[config.mk]
export PLATFORM = sky130hd
export DESIGN_NAME = uart_msg_sequencer
export DESIGN_NICKNAME = d
export VERILOG_FILES = /design/src/rtl/uart_seq_pkg.sv /design/src/rtl/hex_to_ascii.sv /design/src/rtl/uart_msg_sequencer.sv
export SDC_FILE = /design/constraint.sdc
export NUM_CORES = 1
export LEC_CHECK = 0
export ABC_AREA = 1
export CAP_MARGIN = 20
export CORE_MARGIN = 3
export CORE_UTILIZATION = 53
export CTS_BUF_LIST = sky130_fd_sc_hd__clkbuf_8
export CTS_CLUSTER_SIZE = 10
export DETAILED_ROUTE_END_ITERATION = 10
export HOLD_SLACK_MARGIN = 0.1
export PLACE_DENSITY_LB_ADDON = 0.25
export SYNTH_ARGS = -nofsm -noshare
export SYNTH_HDL_FRONTEND = slang
export SYNTH_SLANG_ARGS = --single-unit
[constraint.sdc]
create_clock -name clk -period 4.4 [get_ports clk]
set_clock_uncertainty 0.15 [all_clocks]
set_input_delay 0.88 -clock clk [delete_from_list [all_inputs] [get_ports clk]]
set_output_delay 0.88 -clock clk [all_outputs]
set_load 0.005 [all_outputs]
[src/rtl/uart_seq_pkg.sv]
// Shared types and constants for the UART message sequencer.
// UART_SEQ_CRLF_EN selects a CR+LF terminator (11-byte line) instead of LF only (10 bytes).
package uart_seq_pkg;

    typedef enum logic [1:0] {
        ST_IDLE,
        ST_SEND,
        ST_WAIT
    } state_t;

    localparam logic [7:0] CHR_F          = 8'h46;
    localparam logic [7:0] CHR_O          = 8'h4F;
    localparam logic [7:0] CHR_CR         = 8'h0D;
    localparam logic [7:0] CHR_LF         = 8'h0A;
    localparam logic [7:0] HEX_BASE_NUM   = 8'h30;
    localparam logic [7:0] HEX_BASE_ALPHA = 8'h37;

`ifdef UART_SEQ_CRLF_EN
    localparam logic [3:0] MSG_LEN = 4'd11;
`else
    localparam logic [3:0] MSG_LEN = 4'd10;
`endif

endpackage

[src/rtl/hex_to_ascii.sv]
// Combinational nibble to uppercase ASCII hex digit converter.
module hex_to_ascii
    import uart_seq_pkg::*;
(
    input  logic [3:0] i_nibble,
    output logic [7:0] o_ascii
);

    assign o_ascii = (i_nibble < 4'd10) ? (HEX_BASE_NUM + {4'b0000, i_nibble})
                                        : (HEX_BASE_ALPHA + {4'b0000, i_nibble});

endmodule

[src/rtl/uart_msg_sequencer.sv]
// Streams one MAX31855 frame as an ASCII hex line (digits, fault char, terminator) into the UART.
// Define UART_SEQ_CRLF_EN to end each line with CR+LF instead of LF alone.
module uart_msg_sequencer
    import uart_seq_pkg::*;
#(
    parameter int MSG_HEX = 8
) (
    input  logic        clk,
    input  logic        reset,
    input  logic        frame_valid,
    input  logic [31:0] frame,
    input  logic        tx_ready,
    input  logic        tx_done_tick,
    output logic        tx_start,
    output logic [7:0]  w_data,
    output logic        busy,
    output logic        msg_done_tick,
    output logic        overrun_tick
);

    state_t      r_state;
    state_t      w_stateNext;
    logic [3:0]  r_idx;
    logic [3:0]  w_idxNext;
    logic [31:0] r_shadow;
    logic [31:0] w_shadowNext;
    logic [7:0]  r_byte;
    logic [7:0]  w_byteNext;
    logic        r_msgDone;
    logic        w_lastByte;
    logic        w_load;
    logic        w_advance;
    logic        w_finish;
    logic [3:0]  w_nibble;
    logic [7:0]  w_hexChar;

    assign w_lastByte = (r_idx == (MSG_LEN - 4'd1));

    always_comb begin
        w_stateNext  = r_state;
        w_idxNext    = r_idx;
        w_shadowNext = r_shadow;
        w_load       = 1'b0;
        w_advance    = 1'b0;
        w_finish     = 1'b0;
        tx_start     = 1'b0;
        case (r_state)
            ST_IDLE: begin
                if (frame_valid) begin
                    w_load       = 1'b1;
                    w_shadowNext = frame;
                    w_idxNext    = 4'd0;
                    w_stateNext  = ST_SEND;
                end
            end
            ST_SEND: begin
                if (tx_ready) begin
                    tx_start    = 1'b1;
                    w_stateNext = ST_WAIT;
                end
            end
            ST_WAIT: begin
                if (tx_done_tick) begin
                    if (w_lastByte) begin
                        w_finish    = 1'b1;
                        w_stateNext = ST_IDLE;
                    end else begin
                        w_advance   = 1'b1;
                        w_idxNext   = r_idx + 4'd1;
                        w_stateNext = ST_SEND;
                    end
                end
            end
            default: w_stateNext = ST_IDLE;
        endcase
    end

    // Decode from the next-cycle index/shadow so the registered byte is ready with the state change.
    always_comb begin
        w_nibble = 4'h0;
        for (int i = 0; i < MSG_HEX; i++) begin
            if (w_idxNext == 4'(i)) begin
                w_nibble = w_shadowNext[(MSG_HEX-1-i)*4 +: 4];
            end
        end
    end

    hex_to_ascii u_hexToAscii (
        .i_nibble (w_nibble),
        .o_ascii  (w_hexChar)
    );

    always_comb begin
        w_byteNext = CHR_LF;
        if (w_idxNext < 4'(MSG_HEX)) begin
            w_byteNext = w_hexChar;
        end else if (w_idxNext == 4'(MSG_HEX)) begin
            w_byteNext = w_shadowNext[16] ? CHR_F : CHR_O;
        end
`ifdef UART_SEQ_CRLF_EN
        else if (w_idxNext == 4'(MSG_HEX + 1)) begin
            w_byteNext = CHR_CR;
        end
`endif
    end

    always_ff @(posedge clk or negedge reset) begin
        if (!reset) begin
            r_state   <= ST_IDLE;
            r_idx     <= 4'd0;
            r_shadow  <= 32'd0;
            r_byte    <= 8'h00;
            r_msgDone <= 1'b0;
        end else begin
            r_state   <= w_stateNext;
            r_idx     <= w_idxNext;
            r_shadow  <= w_shadowNext;
            r_msgDone <= w_finish;
            if (w_load || w_advance) begin
                r_byte <= w_byteNext;
            end
        end
    end

    assign w_data        = r_byte;
    assign busy          = (r_state != ST_IDLE);
    assign msg_done_tick = r_msgDone;
    assign overrun_tick  = frame_valid && busy;

endmodule
==> flow_summary_export.csv <==
group,metric,value,unit
run_status,outcome,"finished, final reports clean",
timing,post-route-period-util,76.70,%
drt,vias_per_cell,4.971,
critical_path,timing.critical_path.required,4.44,ns
drt,routed-via-count,2078,
global_routing,grt_antenna_before_repair,0,
global_routing,grt_first_pass_wirelength,8.493,mm
critical_path,worst-endpoint-arrival,3.42,ns
timing,setup_viol,0,
critical_path,cp-startpoint,"tx_done_tick",
critical_path,critical-path-slowest-cell,"sky130_fd_sc_hd__clkdlybuf4s50_1",
clocking,insertion_delay,0.29,ns
floorplan,die-area,5587,sq um
pwr,total_power,2027,uW
drt,remaining_drc_errors,0,
yosys,post_synth_xor_area_fraction,0,%
global_routing,grt_pass1_vias,1963,
yosys,synth_simple_gate_area_share,38.96,%
critical_path,crit_path_max_incr_delay,0.57,ns
min_path,hold_class,"reg2reg",
yosys,synth_cell_type_count,35,
yosys,synth.mux.area_fraction,0.7992,%
cells_and_area,final_area,3124,sq um
clocking,cts-root-buf,"sky130_fd_sc_hd__clkbuf_8",
critical_path,timing.critical_path.cells,"clkdlybuf4s50_1 > nand2_1 > o21ai_1 > nand2_1 > nand2_2 > nand3_4 > nor2_4 > nand3_1 > o21ai_1 > nand4_1 > nor2_1 > ha_1 > inv_1 > nand2_1 > nand2_1 > nand2_1 > nand3_1 > nand2_1 > inv_1",
drt,avgRoutedWirePerCell,12.55,um
placement,place.gp.congestion,0.9296,
timing,fin_setup_tns,0,ns
floorplan,fp.dieH,74.75,um
cells_and_area,num-nets-final,405,
yosys,synth_area_in_compound_gates,4.895,%
clocking,cts_resized,0,
floorplan,initial_utilization,56.36,%
yosys,main_combinational_cell_family_by_area_after_synthesis,"simple AND/OR/NAND/NOR gates",
critical_path,r2r_start,"r_idx[0]",
timing,fmax,296.3,MHz
cells_and_area,fillerInstances,370,
critical_path,cpMostUsedCell,"sky130_fd_sc_hd__nand2_1",
placement,dp.final_hpwl,3.911,mm
critical_path,critPathKind,"in2reg",
critical_path,startpoint_type,"primary input",
global_routing,grt_use_total,19.74,%
yosys,synth_cells,317,
floorplan,fp.dieW,74.75,um
timing,rsz0062_at_grt,"false",
cells_and_area,num_antenna_cells,0,
floorplan,placeable_core_region,4444,sq um
clocking,cts_buffer_depth,2,
pwr,power.leakage,0.001518,uW
cells_and_area,layout-area-overhead-vs-synth,24.73,%
floorplan,num_rows,24,
yosys,synth_area,2505,sq um
placement,port-buffer-count,47,
clocking,worst_setup_hold_path_clk_slew,0.08,ns
clocking,postCtsHoldBufs,0,
yosys,post_synth_fa_ha_maj_area_fraction,1.499,%
clocking,tritoncts,"built",
critical_path,cp-end-kind,"flop",
yosys,portion_of_the_post_synthesis_area_used_by_sequential_elements,45.95,%
placement,detailed_place.area,2995,sq um
yosys,ys_seq_elements,46,
drt,detail_route.iter0.violations,157,
yosys,synthArstFlopShare,100.0,%
drt,first_pass_iters,4,
clocking,cts.sink_count,46,
yosys,synth.net_count,357,
timing,fin_hold_ws,0.3355,ns
floorplan,ios,49,
clocking,cts_made_buffers,5,
yosys,postSynth.topFlopCell,"sky130_fd_sc_hd__dfrtp_1",
flow_run,max_cap_viol,0,
pwr,peakVddDrop,0.0003458,V
critical_path,timing.critical_path.fanout_max,13,
timing,finalHoldViolCount,0,
global_routing,total_global_routing_overflow,0,
global_routing,grt_max_degree,47,
yosys,average_instance_area_after_synthesis,7.902,sq um
clocking,post_cts_setup_buffers,0,
cells_and_area,fraction_of_final_layout_cells_with_drive_strength_greater_than_1,16.39,%
pwr,pwr_density_cell,648.7,nW/um^2
yosys,synth_enable_flop_cells,0,
timing,drv_slew,0,
yosys,synth.yosys.warnings,0,
min_path,min_from,"r_shadow[14]",
drt,postRouteWirelength,5.247,mm
clocking,h_tree_levels,2,
drt,antenna_violating_nets_post_route,0,
timing,fin_crit,3.375,ns
[registers in the layout, indices dropped and copies added (netlist names)]
signal,flops
w_data,7
r_shadow,32
r_idx,4
r_state,2
msg_done_tick,1
[layout make-up]
cell class,instances,area [sq um],share of cell area (%)
Timing Repair Buffer,49,493.0,15.78
Inverter,39,146.4,4.686
Multi-Input combinational cell,224,1160,37.12
Tap cell,52,65.06,2.082
Clock inverter,3,40.04,1.282
Sequential cell,46,1151,36.84
Clock buffer,5,68.82,2.203
[cell usage after synthesis, types with 2 or more instances]
cell	instances	area share [%]
sky130_fd_sc_hd__inv_1	28	4.2
sky130_fd_sc_hd__a21oi_1	2	0.40
sky130_fd_sc_hd__mux2i_1	2	0.80
sky130_fd_sc_hd__o21ai_0	9	1.8
sky130_fd_sc_hd__or2_0	2	0.50
sky130_fd_sc_hd__inv_2	11	1.6
sky130_fd_sc_hd__nand3_2	3	1.2
sky130_fd_sc_hd__dfrtp_1	46	46
sky130_fd_sc_hd__a31oi_1	2	0.50
sky130_fd_sc_hd__o21ai_1	6	1.2
sky130_fd_sc_hd__nor2_4	6	2.7
sky130_fd_sc_hd__nand2_1	98	15
sky130_fd_sc_hd__or2_1	2	0.50
sky130_fd_sc_hd__ha_1	3	1.5
sky130_fd_sc_hd__buf_2	5	1.0
sky130_fd_sc_hd__nand3_1	26	5.2
sky130_fd_sc_hd__nand2_2	7	1.7
sky130_fd_sc_hd__nor2_1	22	3.3
sky130_fd_sc_hd__or2_2	8	2.0
sky130_fd_sc_hd__nor2_2	6	1.5
sky130_fd_sc_hd__nand2_4	4	1.8
sky130_fd_sc_hd__nand4_1	6	1.5
[final timing paths]
kind / end / slack (ns) / cells after the start
max: w_data[2] / 1.03 / 19
min: r_shadow[14] / 0.34 / 2
max reg2reg: w_data[2] / 1.56 / 18
min reg2reg: r_shadow[14] / 0.34 / 2
max in group asynchronous: r_shadow[14] / 3.27 / 2
min in group asynchronous: msg_done_tick / 0.35 / 1
[cells in the final DEF, fill, tap and decap left out, types with 7 or more instances in the layout]
cell / count
sky130_fd_sc_hd__clkdlybuf4s50_1: 46
sky130_fd_sc_hd__dfrtp_1: 46
sky130_fd_sc_hd__inv_1: 28
sky130_fd_sc_hd__inv_2: 11
sky130_fd_sc_hd__nand2_1: 98
sky130_fd_sc_hd__nand2_2: 7
sky130_fd_sc_hd__nand3_1: 26
sky130_fd_sc_hd__nor2_1: 22
sky130_fd_sc_hd__o21ai_0: 9
sky130_fd_sc_hd__or2_2: 8
[worst max-delay path: cells and delay by family]
family	cells	cell delay [ns]
adder cells (fa/ha/maj)	1	0.20
AO/OA/AOI/OAI	2	0.30
buffers and inverters	3	0.66
AND/OR/NAND/NOR	13	1.37
[per-stage QoR]
stage	utilization, %	cells	setup slack [ns]
4_1_cts	69.85	417	1.022
2_1_floorplan	-	317	1.740
3_5_place_dp	67.40	409	0.7178
5_1_grt	70.30	418	0.7056
6_report	70.30	418	1.025
3_3_place_gp	67.40	409	0.8388
[power breakdown]
| group | switching, uW | internal (uW) |
|---|---|---|
| sequential | 76.2 | 613 |
| clock | 139 | 167 |
| combinational | 620 | 412 |
[cells by family after synthesis]
kind of cell / after synthesis
AOI/OAI and AO/OA: 22
adders and majority gates: 3
and+or+nand+nor: 196
muxes: 2
buffers and inverters: 47
DFF: 46
other: 1
[layer usage]
metal | up-vias | wire length [um] | global-route usage (%)
met2 | 48 | 2473 | 33.07
met5 | - | 0 | 0
li1 | 1083 | - | -
met1 | 942 | 2478 | 26.12
met3 | 5 | 232 | 3.738
met4 | 0 | 62 | 5.929
(Power assumes the default switching activity.)
